## config.mk

```make
export PLATFORM = sky130hd
export DESIGN_NAME = uart_rx_word
export DESIGN_NICKNAME = d
export VERILOG_FILES = /design/src/rtl/uart_pkg.sv /design/src/rtl/uart_rx_word_sync_2ff.sv /design/src/rtl/uart_rx_word.sv
export SDC_FILE = /design/constraint.sdc
export NUM_CORES = 1
export LEC_CHECK = 0
export BUFFER_PORTS_ARGS = -buffer_cell sky130_fd_sc_hd__buf_4
export CORE_UTILIZATION = 52
export CTS_CLUSTER_SIZE = 14
export DETAILED_ROUTE_END_ITERATION = 6
export PLACE_DENSITY = 0.75
export SKIP_LAST_GASP = 1
export SLEW_MARGIN = 20
export SYNTH_ARGS = -nofsm -noshare
export SYNTH_HDL_FRONTEND = slang
export SYNTH_SLANG_ARGS = --single-unit
```

## constraint.sdc

```tcl
create_clock -name clk_i -period 1.6 [get_ports clk_i]
set_input_delay 0.24 -clock clk_i [delete_from_list [all_inputs] [get_ports clk_i]]
set_output_delay 0.24 -clock clk_i [all_outputs]
set_load 0.02 [all_outputs]
```

## src/rtl/uart_pkg.sv

```systemverilog
// Shared UART definitions: receiver state encoding and frame-format constants.
package uart_pkg;

   typedef enum logic [1:0] {IDLE, START, DATA, STOP} uart_rx_state_t;

   localparam int unsigned UART_DEFAULT_CLKS_PER_BIT = 868;
   localparam int unsigned UART_DATA_BITS            = 8;
   localparam int unsigned UART_STOP_BITS            = 1;

endpackage

```

## src/rtl/uart_rx_word_sync_2ff.sv

```systemverilog
// Two-flop synchronizer for a single asynchronous bit, with a configurable reset level.
module sync_2ff #(
   parameter logic RESET_VAL = 1'b1
) (
   input  logic clk_i,
   input  logic rst_i,
   input  logic din,
   output logic dout
);

   logic meta;

   always_ff @(posedge clk_i) begin
      if (!rst_i) begin
         meta <= RESET_VAL;
         dout <= RESET_VAL;
      end else begin
         meta <= din;
         dout <= meta;
      end
   end

endmodule

```

## src/rtl/uart_rx_word.sv

```systemverilog
// 8N1 UART receiver that packs consecutive bytes little-endian into a W-bit word
// and strobes wr_o when the last byte of the word arrives with a valid stop bit.
module uart_rx_word
   import uart_pkg::*;
#(
   parameter int unsigned CLKS_PER_BIT = UART_DEFAULT_CLKS_PER_BIT,
   parameter int unsigned W            = 32
) (
   input  logic         clk_i,
   input  logic         rst_i,
   input  logic         rx_i,
   output logic [W-1:0] data_o,
   output logic         wr_o,
   output logic         frame_err_o,
   output logic         busy_o
);

   localparam int unsigned NBYTES = W / 8;
   localparam int unsigned IDX_W  = (NBYTES > 1) ? $clog2(NBYTES) : 1;
   localparam int unsigned CNT_W  = $clog2(CLKS_PER_BIT);
   localparam int unsigned HALF   = CLKS_PER_BIT / 2;

   uart_rx_state_t   state_q, state_d;
   logic [CNT_W-1:0] cnt_q, cnt_d;
   logic [2:0]       bit_q, bit_d;
   logic [7:0]       sh_q, sh_d;
   logic [W-1:0]     asm_q, asm_d;
   logic [IDX_W-1:0] idx_q, idx_d;
   logic [W-1:0]     data_q, data_d;
   logic             wr_q, wr_d;
   logic             fe_q, fe_d;

   logic rx_sync;
   logic rx_prev;
   logic falling;

   sync_2ff #(.RESET_VAL(1'b1)) u_sync (
      .clk_i (clk_i),
      .rst_i (rst_i),
      .din   (rx_i),
      .dout  (rx_sync)
   );

   always_ff @(posedge clk_i) begin
      if (!rst_i) rx_prev <= 1'b1;
      else        rx_prev <= rx_sync;
   end

   assign falling = rx_prev & ~rx_sync;

   always_ff @(posedge clk_i) begin
      if (!rst_i) begin
         state_q <= IDLE;
         cnt_q   <= '0;
         bit_q   <= '0;
         sh_q    <= '0;
         asm_q   <= '0;
         idx_q   <= '0;
         data_q  <= '0;
         wr_q    <= 1'b0;
         fe_q    <= 1'b0;
      end else begin
         state_q <= state_d;
         cnt_q   <= cnt_d;
         bit_q   <= bit_d;
         sh_q    <= sh_d;
         asm_q   <= asm_d;
         idx_q   <= idx_d;
         data_q  <= data_d;
         wr_q    <= wr_d;
         fe_q    <= fe_d;
      end
   end

   // Counter compares use N-1 so that each sample lands exactly N cycles after the previous clear.
   always_comb begin
      state_d = state_q;
      cnt_d   = cnt_q + CNT_W'(1);
      bit_d   = bit_q;
      sh_d    = sh_q;
      asm_d   = asm_q;
      idx_d   = idx_q;
      data_d  = data_q;
      wr_d    = 1'b0;
      fe_d    = 1'b0;

      unique case (state_q)
         IDLE: begin
            cnt_d = '0;
            if (falling) begin
               state_d = START;
               bit_d   = '0;
            end
         end
         START: begin
            if (cnt_q == CNT_W'(HALF - 1)) begin
               cnt_d   = '0;
               state_d = rx_sync ? IDLE : DATA;
            end
         end
         DATA: begin
            if (cnt_q == CNT_W'(CLKS_PER_BIT - 1)) begin
               cnt_d = '0;
               sh_d  = {rx_sync, sh_q[7:1]};
               bit_d = bit_q + 3'd1;
               if (bit_q == 3'(UART_DATA_BITS - 1)) state_d = STOP;
            end
         end
         STOP: begin
            if (cnt_q == CNT_W'(CLKS_PER_BIT - 1)) begin
               cnt_d   = '0;
               state_d = IDLE;
               if (rx_sync) begin
                  for (int unsigned i = 0; i < NBYTES; i++) begin
                     if (idx_q == IDX_W'(i)) asm_d[8*i +: 8] = sh_q;
                  end
                  if (idx_q == IDX_W'(NBYTES - 1)) begin
                     data_d = asm_d;
                     wr_d   = 1'b1;
                     idx_d  = '0;
                  end else begin
                     idx_d = idx_q + IDX_W'(1);
                  end
               end else begin
                  fe_d  = 1'b1;
                  idx_d = '0;
               end
            end
         end
         default: state_d = IDLE;
      endcase
   end

   assign data_o      = data_q;
   assign wr_o        = wr_q;
   assign frame_err_o = fe_q;
   assign busy_o      = (state_q != IDLE);

endmodule

```

# After elaboration in Yosys (flattened, before gate mapping)
# Cells that the tools add are included.
[op_classes]
reduce_logical = 13
bitwise_logic = 2
n_mul = 0
add_sub_neg = 3
shift = 0
muxes = 21
magnitude_cmp = 0
n_eq_ne = 14
div_mod_pow = 0
[op_table]
columns = ["operator", "count"]
rows = [
  ["8-bit two-way mux", 4],
  ["10-bit one-hot mux with 3 select lines", 1],
  ["10-bit two-way mux", 2],
  ["2-bit two-way mux", 8],
  ["10-bit by 1-bit adder with 10-bit output, second input constant", 1],
  ["10-bit == test, second input constant", 1],
  ["10-bit by 9-bit == test with 1-bit output, second input constant", 1],
  ["2-bit inequality test, second input constant", 5],
  ["3-bit AND reduction", 3],
  ["2-bit == test, second input constant", 4],
  ["2-bit one-hot mux with 4 select lines", 1],
  ["4-bit AND reduction", 2],
  ["3-bit two-way mux", 2],
  ["3-bit one-hot mux with 2 select lines", 1],
  ["5-bit AND reduction", 1],
  ["2-bit by 1-bit == test with 1-bit output, second input constant", 2],
  ["2-bit zero test", 2],
  ["2-bit AND reduction", 2],
  ["2-bit nonzero test", 2],
  ["3-bit by 1-bit adder with 3-bit output, second input constant", 1],
  ["3-bit == test, second input constant", 1],
  ["2-bit by 1-bit adder with 2-bit output, second input constant", 1],
  ["1-bit two-way mux", 2],
  ["2-bit OR reduction", 1],
  ["2 further kinds", 2],
]
[totals]
elab_cells = 65
regBits = 94
output_inout_bits = 35
rom_bits = 0
ram_bits = 0
in_bits = 3
latch_bits = 0
n_memories = 0

# Longest topological paths before layout
# Gate-level depths: netlist (run 1).
[depth]
ltp_word = 4
depth_mapped = 7
mapped_depth_nobuf = 6

# Modules after synthesis
# A second synthesis (run 1) with hierarchy kept.
[hier_totals]
hier_cells = 403
area_unflattened_um2 = 3945.0
[by_module_without_submodules]
columns = ["mod", "instances", "cells_per_inst", "seq_area_each_um2", "area_per_inst_um2"]
rows = [
  ["uart_rx_word", 1, 399, 1681.6, 3892.5],
  ["sync_2ff", 1, 4, 40.0, 52.6],
]

# Worst setup path after synthesis (run 1)
# No wires, ideal clock.
[synth_path]
path_kind = "reg-to-reg"
start = "register cnt_q[0]"
end = "register asm_q[21]"
stages_incl_launch_ff = 7
setup_time_ps = 72
path_slack_ps = 24
t_arrival_ps = 1504
required_time_ps = 1528
n_path_buf = 1
period_less_slack_ps = 1576
path_cell_list = "dfxtp_1 ha_1 nand4bb_4 nor3_2 and3_1 buf_4 mux2i_1"
[synth_between]
elab_chain_len = 2
[synth_rtl]
columns = ["item", "line_no", "source"]
rows = [
  ["from (decl)", "uart_rx_word.sv:24", "logic [CNT_W-1:0] cnt_q, cnt_d;"],
  ["from (signal assigned)", "uart_rx_word.sv:64", "cnt_q <= cnt_d;"],
  ["10-bit == test", "uart_rx_word.sv:110", "if (cnt_q == CNT_W'(CLKS_PER_BIT - 1)) begin"],
  ["3-bit AND reduction (no line)", "--", ""],
  ["to (signal assigned)", "uart_rx_word.sv:67", "asm_q <= asm_d;"],
  ["to (decl)", "uart_rx_word.sv:27", "logic [W-1:0] asm_q, asm_d;"],
]
# Every way passes these cells.
# A chain may end at the register's enable or synchronous reset.

# Final worst setup path (run 1)
[layout_path]
start = "register cnt_q[1]"
end = "register state_q[0]"
[layout_between]
elab_chain_len = 3
elab_cells_between_ends = 6
cone_classes = "5 x eq/ne; 1 x reduce/logical"
[layout_rtl]
columns = ["item", "line_no", "source"]
rows = [
  ["10-bit == test / 10-bit by 9-bit == test with 1-bit output (equally long branches)", "uart_rx_word.sv:102, uart_rx_word.sv:110, uart_rx_word.sv:96", ""],
  ["2-bit inequality test (no line)", "--", ""],
  ["5-bit AND reduction (no line) *", "--", ""],
  ["to (signal assigned)", "uart_rx_word.sv:63", "state_q <= state_d;"],
  ["to (decl)", "uart_rx_word.sv:23", "uart_rx_state_t state_q, state_d;"],
]
# Mark *: on every way between the ends. The rest lies on a longest branch, timed or not.

==> summary.md, run 1 <==
| Metric | Value |
|---|---|
| Post-synth top cells | 86 x dfxtp_1, 63 x nand2_1, 61 x nand3_1 |
| H-tree levels | 3 |
| Clock sinks | 86 |
| Dominant synthesized flop cell | dfxtp_1 |
| Share of the synthesized area in the top cell type | 0.465 |
| Min-delay src | rx_i |
| Switching Fraction | 0.236 |
| Crit path max-delay cell type | dfxtp_4 |
| Number of flops mapped to enable cells by yosys | 0 |
| Port buffer count | 37 |
| Die Ht | 86.3 um |
| Share of cells above drive strength 1 | 0.295 |
| R2r endpoint | state_q[0] |
| Library cells used by synthesis | ~40 |
| Status | finished, final reports clean |
| Placed Area | 4250 um2 |
| Skew-Pair Late Insertion Delay | 360 ps |
| Rows | 30 |
| Vias per std cell | 5.31 |
| Top cells by area, synth | dfxtp_1 47%, nand3_1 8.3%, mux2_2 7.3% |
| DRT Wirelength | 7870 um |
| Switching power | ~0.00090 W |
| Max cap viols | 0 |
| Worst setup EP type | flop |
| Yosys reg bits | 86 |
| Io pins | 38 |
| Reg-to-reg startpoint | cnt_q[1] |
| Total CTS buffers | 9 |
| Clock power frac | 0.417 |
| CTS clk-pin slew, worst paths | 90 ps |
| Fillers | approximately 570 |
| DR WL/cell | 14.5 um |
| Final setup vio count | 0 |
| Die Area | 7450 um2 |
| R2r worst-path depth | 6 |
| Slew Limit Fails | 0 |
| Pwr Density | between 800 and 900 nW/um2 |
| Nets | around 450 |
| Crit-path max FO | 3 |
| Int Power | 0.00292 W |
| Comb pwr share | 0.022 |
| Area Overhead vs Synth | 22.8% |
| Yosys Warn Count | 0 |
| Setup Skew | 15.8 ps |
| Internal reg-to-reg setup slack | 20 ps |
| Antenna fix cells | 0 |
| Post-layout util | 0.665 |
| Synth Instances | 395 |
| Vias in the first global route | 2,711 |
| Final HPWL from detailed placement | 5350 um |
| Leak | roughly 1.9 nW |
| CTS root buf | clkbuf_8 |
| Maximum vdd drop | between 0.0007 and 0.0008 V |
| Post-synthesis sequential area ratio | 0.465 |
| Post-synth top area cell | dfxtp_1 |
| Drt first pass iters | 4 |
| Worst hold path class | primary input to flop |
| Min Tclk post-route | 1580 ps |
| Core box area | 6830 um2 |
| Placer Congestion | 0.835 |
| Worst-Margin Slew | 384 ps |
| Fin crit share | 0.988 |
| Total track usage | 0.231 |
| Worst setup margin | 19.2 ps |
| Slowest stage delay, CP | 370 ps |
| First-pass GRT wire length | 13,300 um |
| Initial Util | 0.541 |
| Clk buf depth | 2 |
| Largest net degree at the start of global routing | 41 |
| DRC errors left | 0 |
| Hold Path End | u_sync.meta |
| RSZ-0062 raised after global routing | yes |
| Crit path DAT | between 1500 and 2000 ps |
| Synth Cell Area | ~3700 um2 |
| Setup CP Type | flop to flop |
| Worst hold slack | a little under 70 ps |
| First DRT Iteration DRCs | 133 |
| Hold depth | 2 |
| Syn Area/Cell | 9.36 um2 |
| Ys async rst share | 0 |
| Width of the die | ~86 um |
| Final ANT Viol Nets | 0 |
| Required time of the critical path | approximately 1900 ps |
| Fin area | 4540 um2 |
| Endpoints failing hold | 0 |
| DR vias | 2,886 |
| Pre-CTS setup slack | -119 ps |
| CP cell instances | ha_4 > nand4bb_4 > buf_6 > or3_4 > o211ai_1 > o211a_1 |
| Total power | 0.00383 W |
| Initial antenna violation count | 0 |
| Slew headroom | 0.744 |
| Most common cell in the synthesized netlist | dfxtp_1 |
| F_max | between 600 and 700 MHz |
| Remaining Overflow, GRT | 0 |
| Post-CTS Setup Inserts | 0 |
| Sequential share of power | 0.561 |
| Syn nets | 406 |
| CTS tree | built |
| Critical path startpoint category | flop |
critical path: cells and delay by family, from the launching register on:
kind	cells	cell delay (ps)
AO/OA/AOI/OAI	2	360
buffers and inverters	1	150
flip-flops	1	370
AND/OR/NAND/NOR	2	490
adder cells (fa/ha/maj)	1	150
state kept, by name, summed over array words and instances (netlist names), named ones only:
name / cells
frame_err_o: 1
data_o: 32
u_sync.meta: 1
idx_q: 2
rx_prev: 1
state_q: 1
sh_q: 8
asm_q: 24
wr_o: 1
cnt_q: 10
bit_q: 3
u_sync.dout: 1
cell type report:
type                    instances  area [um2]  share of cell area
well taps                      96         120              0.0264
repair buffers                 68         589               0.130
multi-input cells             271        1860               0.410
inverters                       7        26.3             0.00578
clock buffers                   9         124              0.0273
flip-flops and latches         86        1730               0.381
clock inverters                 7        88.8              0.0196
cell usage in the layout, fill, tap and decap left out, types with 2 or more instances in the layout:
master,synthesis,layout
dfxtp_1,86,81
nand2_1,63,63
nand3_1,61,61
buf_4,3,61
mux2i_1,26,25
mux2_2,24,24
nor2_1,22,22
clkbuf_8,0,9
a31o_2,8,8
inv_1,7,7
ha_1,8,7
o21ai_0,6,6
buf_12,0,6
and3_1,6,5
nand4_1,5,5
xor2_1,5,5
dfxtp_2,0,4
nor2b_1,3,3
xnor2_1,3,3
and2_1,3,3
nand2b_1,3,3
inv_6,0,3
and4b_1,2,2
and4_1,2,2
nand4bb_4,1,2
a32o_1,2,2
o21ai_1,2,2
through the flow:
step,instances,TNS [ps]
4_1_cts,544,-13.0
3_3_place_gp,528,-434
6_report,544,0
3_5_place_dp,528,-2850
5_1_grt,544,-485
2_1_floorplan,395,0
how the worst max path moves through the flow:
| stage | depth (start not counted) | startpoint | endpoint |
|---|---|---|---|
| after floorplan | 6 | cnt_q[0] | asm_q[21] |
| after global placement | 6 | cnt_q[1] | cnt_q[6] |
| after detailed placement | 6 | cnt_q[1] | cnt_q[3] |
| after CTS | 6 | cnt_q[1] | asm_q[10] |
| after global routing | 6 | cnt_q[0] | cnt_q[1] |
| final | 6 | cnt_q[1] | state_q[0] |
kinds of logic (layout without fill, tap and decap cells):
logic type               count (synthesis)  in the layout  share of synthesized area
XOR/XNOR                                 8              8                     0.0189
AND/OR/NAND/NOR                        179            179                      0.243
AO/OA/AOI/OAI                           26             26                     0.0541
adder cells (fa/ha/maj)                  8              8                     0.0271
multiplexers                            50             50                      0.143
buffers and inverters                   38             91                     0.0477
flip-flops                              86             86                      0.465
power groups by stage:
stage	registers (W)	clock network, W	logic [W]
2_1_floorplan	0.00220	0	0.0000551
3_3_place_gp	0.00220	0	0.0000809
3_5_place_dp	0.00220	0	0.0000823
4_1_cts	0.00215	0.00163	0.0000836
5_1_grt	0.00215	0.00172	0.0000925
6_report	0.00215	0.00159	0.0000841
routing by layer:
metal / vias up / track usage / wire length [um]
li1: 1465 / - / -
met1: 1363 / 0.317 / 3760
met2: 49 / 0.359 / 3770
met3: 9 / 0.0514 / 253
met4: 0 / 0.0803 / 90
met5: - / 0 / 0
timing repair:
| action | 4_1_cts | 5_1_grt |
|---|---|---|
| pin swaps | 0 | 4 |
| hold buffers | 0 | 0 |
| resized for setup | 8 | 8 |
| endpoints found under the setup margin | 41 | 50 |
| cloned | 0 | 0 |
Power figures use the tool's default switching activity.
==> run 2, diff against run 1 <==
==> constraint.sdc (replaced) <==
create_clock -name clk_i -period 1.6 [get_ports clk_i]
set_input_delay 0.16 -clock clk_i [delete_from_list [all_inputs] [get_ports clk_i]]
set_output_delay 0.16 -clock clk_i [all_outputs]
set_load 0.02 [all_outputs]
==> run 2 against run 1 <==
Compared with the run above:
- via count up 4.3%
- clock power up 20%
- cell count up 1.1%
- sequential power about the same
- die area unchanged
- global-route usage down 0.49 points
- wire length up 10%
- design area up 2.8%
- register-to-register slack about the same
- worst hold slack better by 160 ps
- fmax up 0.14%
- core utilization up 1.8 points
==> summary.md, run 2 (synthesized netlist as in run 1, its figures left out) <==
| Metric | Value |
|---|---|
| Area Overhead vs Synth | 26.3% |
| Total track usage | 0.226 |
| Final setup vio count | 0 |
| Worst hold path class | primary input to flop |
| Comb pwr share | 0.022 |
| Required time of the critical path | 1890 ps |
| Nets | 460 |
| Placer Congestion | around 0.90 |
| Largest net degree at the start of global routing | 41 |
| DR WL/cell | 15.8 um |
| Most frequent cells in the layout | 79 x dfxtp_1, 62 x nand2_1, 61 x nand3_1, 61 x buf_4, 26 x mux2i_1 |
| Switching Fraction | 0.221 |
| Remaining Overflow, GRT | 0 |
| Initial Util | 0.541 |
| Worst-Margin Slew | 401 ps |
| CTS root buf | clkbuf_8 |
| CP cell instances | ha_4 > nand4bb_4 > nor3_4 > and3_1 > buf_12 > mux2i_1 |
| Die Ht | 86.3 um |
| CTS clk-pin slew, worst paths | 90 ps |
| Clock power frac | 0.461 |
| Switching power | slightly above 0.0009 W |
| Crit-path leading delay family | simple AND/OR/NAND/NOR gates |
| Skew-Pair Late Insertion Delay | 370 ps |
| Final HPWL from detailed placement | 5340 um |
| Io pins | 38 |
| Crit-path max FO | 8 |
| Int Power | roughly 0.0032 W |
| Total power | 0.00415 W |
| Clk buf depth | 2 |
| CTS tree | built |
| DR vias | around 3,000 |
| First DRT Iteration DRCs | 201 |
| Endpoints failing hold | 0 |
| Clock sinks | 86 |
| DRC errors left | 0 |
| Crit path max-delay cell type | dfxtp_4 |
| Critical path startpoint category | flop |
| Max FFs per register | 32 |
| Leak | between 1.5 and 2 nW |
| Fin crit share | 0.987 |
| Placed Area | ~4300 um2 |
| Final ANT Viol Nets | 0 |
| Width of the die | 86.3 um |
| Post-layout util | 0.684 |
| Worst setup EP type | flop |
| Vias in the first global route | 2,773 |
| Port buffer count | 37 |
| F_max | 633 MHz |
| Internal reg-to-reg setup slack | approximately 21 ps |
| Maximum vdd drop | just under 0.0009 V |
| DRT Wirelength | 8670 um |
| Slew headroom | 0.733 |
| RSZ-0062 raised after global routing | yes |
| Status | finished, final reports clean |
| Vias per std cell | 5.47 |
| Min Tclk post-route | between 1500 and 2000 ps |
| Share of cells above drive strength 1 | 0.304 |
| Antenna fix cells | 0 |
| Rows | 30 |
| CP Buf/Inv Count | 1 |
| Setup CP Type | flop to flop |
| Sequential share of power | 0.517 |
| Max cap viols | 0 |
| Die Area | 7450 um2 |
| Pwr Density | 889 nW/um2 |
| Initial antenna violation count | 0 |
| Slowest stage delay, CP | 370 ps |
| Crit path DAT | 1870 ps |
| H-tree levels | 3 |
| Drt first pass iters | 6 |
| Fin area | 4670 um2 |
| Setup Skew | 9.24 ps |
| Commonest non-fill, non-tap cell in the layout | dfxtp_1 |
| Core box area | 6830 um2 |
| First-pass GRT wire length | around 13,000 um |
| Fillers | about 520 |
| Total CTS buffers | 9 |
| Slew Limit Fails | 0 |
-- run 2: area by class of cell --
cell class              instances  area, um2  share of cell area
inverters                       7       26.3             0.00563
clock inverters                 7        128              0.0273
multi-input cells             271       1850               0.395
clock buffers                   9        124              0.0265
repair buffers                 74        692               0.148
well taps                      96        120              0.0257
flip-flops and latches         86       1730               0.371
-- run 2: timing repair --
item | in CTS | in global routing
buffers inserted | 0 | 2
resized for setup | 7 | 11
gates cloned | 0 | 3
setup endpoints to repair | 38 | 36
pin swaps | 0 | 4
endpoints found under the hold margin | 1 | 0
hold buffers | 1 | 0
-- run 2: layer usage --
metal	track usage	up-vias	wire (um)
met5	0	-	0
met4	0.0985	0	127
met3	0.0419	14	426
met2	0.356	77	4030
met1	0.303	1447	4090
li1	-	1473	-
-- run 2: worst paths after layout --
| path | startpoint | to | cells after the start |
|---|---|---|---|
| max | cnt_q[1] | asm_q[11] | 6 |
| min | rst_i | data_o[6] | 3 |
| max reg2reg | cnt_q[1] | asm_q[11] | 6 |
| min reg2reg | u_sync.meta | u_sync.dout | 1 |
-- run 2: per-stage QoR --
stage                     setup TNS (ps)  std cells  hold slack [ps]  worst slack (ps)
after detailed placement           -2050        528              353             -97.9
after floorplan                        0        395              261              24.1
after global routing               -1070        550              255             -65.9
final                                  0        550              234              21.4
after global placement              -311        528              352             -23.3
after CTS                              0        545              236              8.63
-- run 2: worst reg2reg max path: cells and delay by family, from the launching register on --
family	cells	cell delay [ps]
fa+ha+maj	1	150
buf+inv	1	140
flops	1	370
mux	1	200
simple gates	3	640
-- run 2: power groups by stage --
stage | registers, W | clock network (W) | logic (W)
floorplan | 0.00220 | 0 | 0.0000551
global placement | 0.00220 | 0 | 0.0000845
detailed placement | 0.00220 | 0 | 0.0000851
CTS | 0.00215 | 0.00192 | 0.0000887
global route | 0.00215 | 0.00201 | 0.0000987
finish | 0.00215 | 0.00191 | 0.0000902
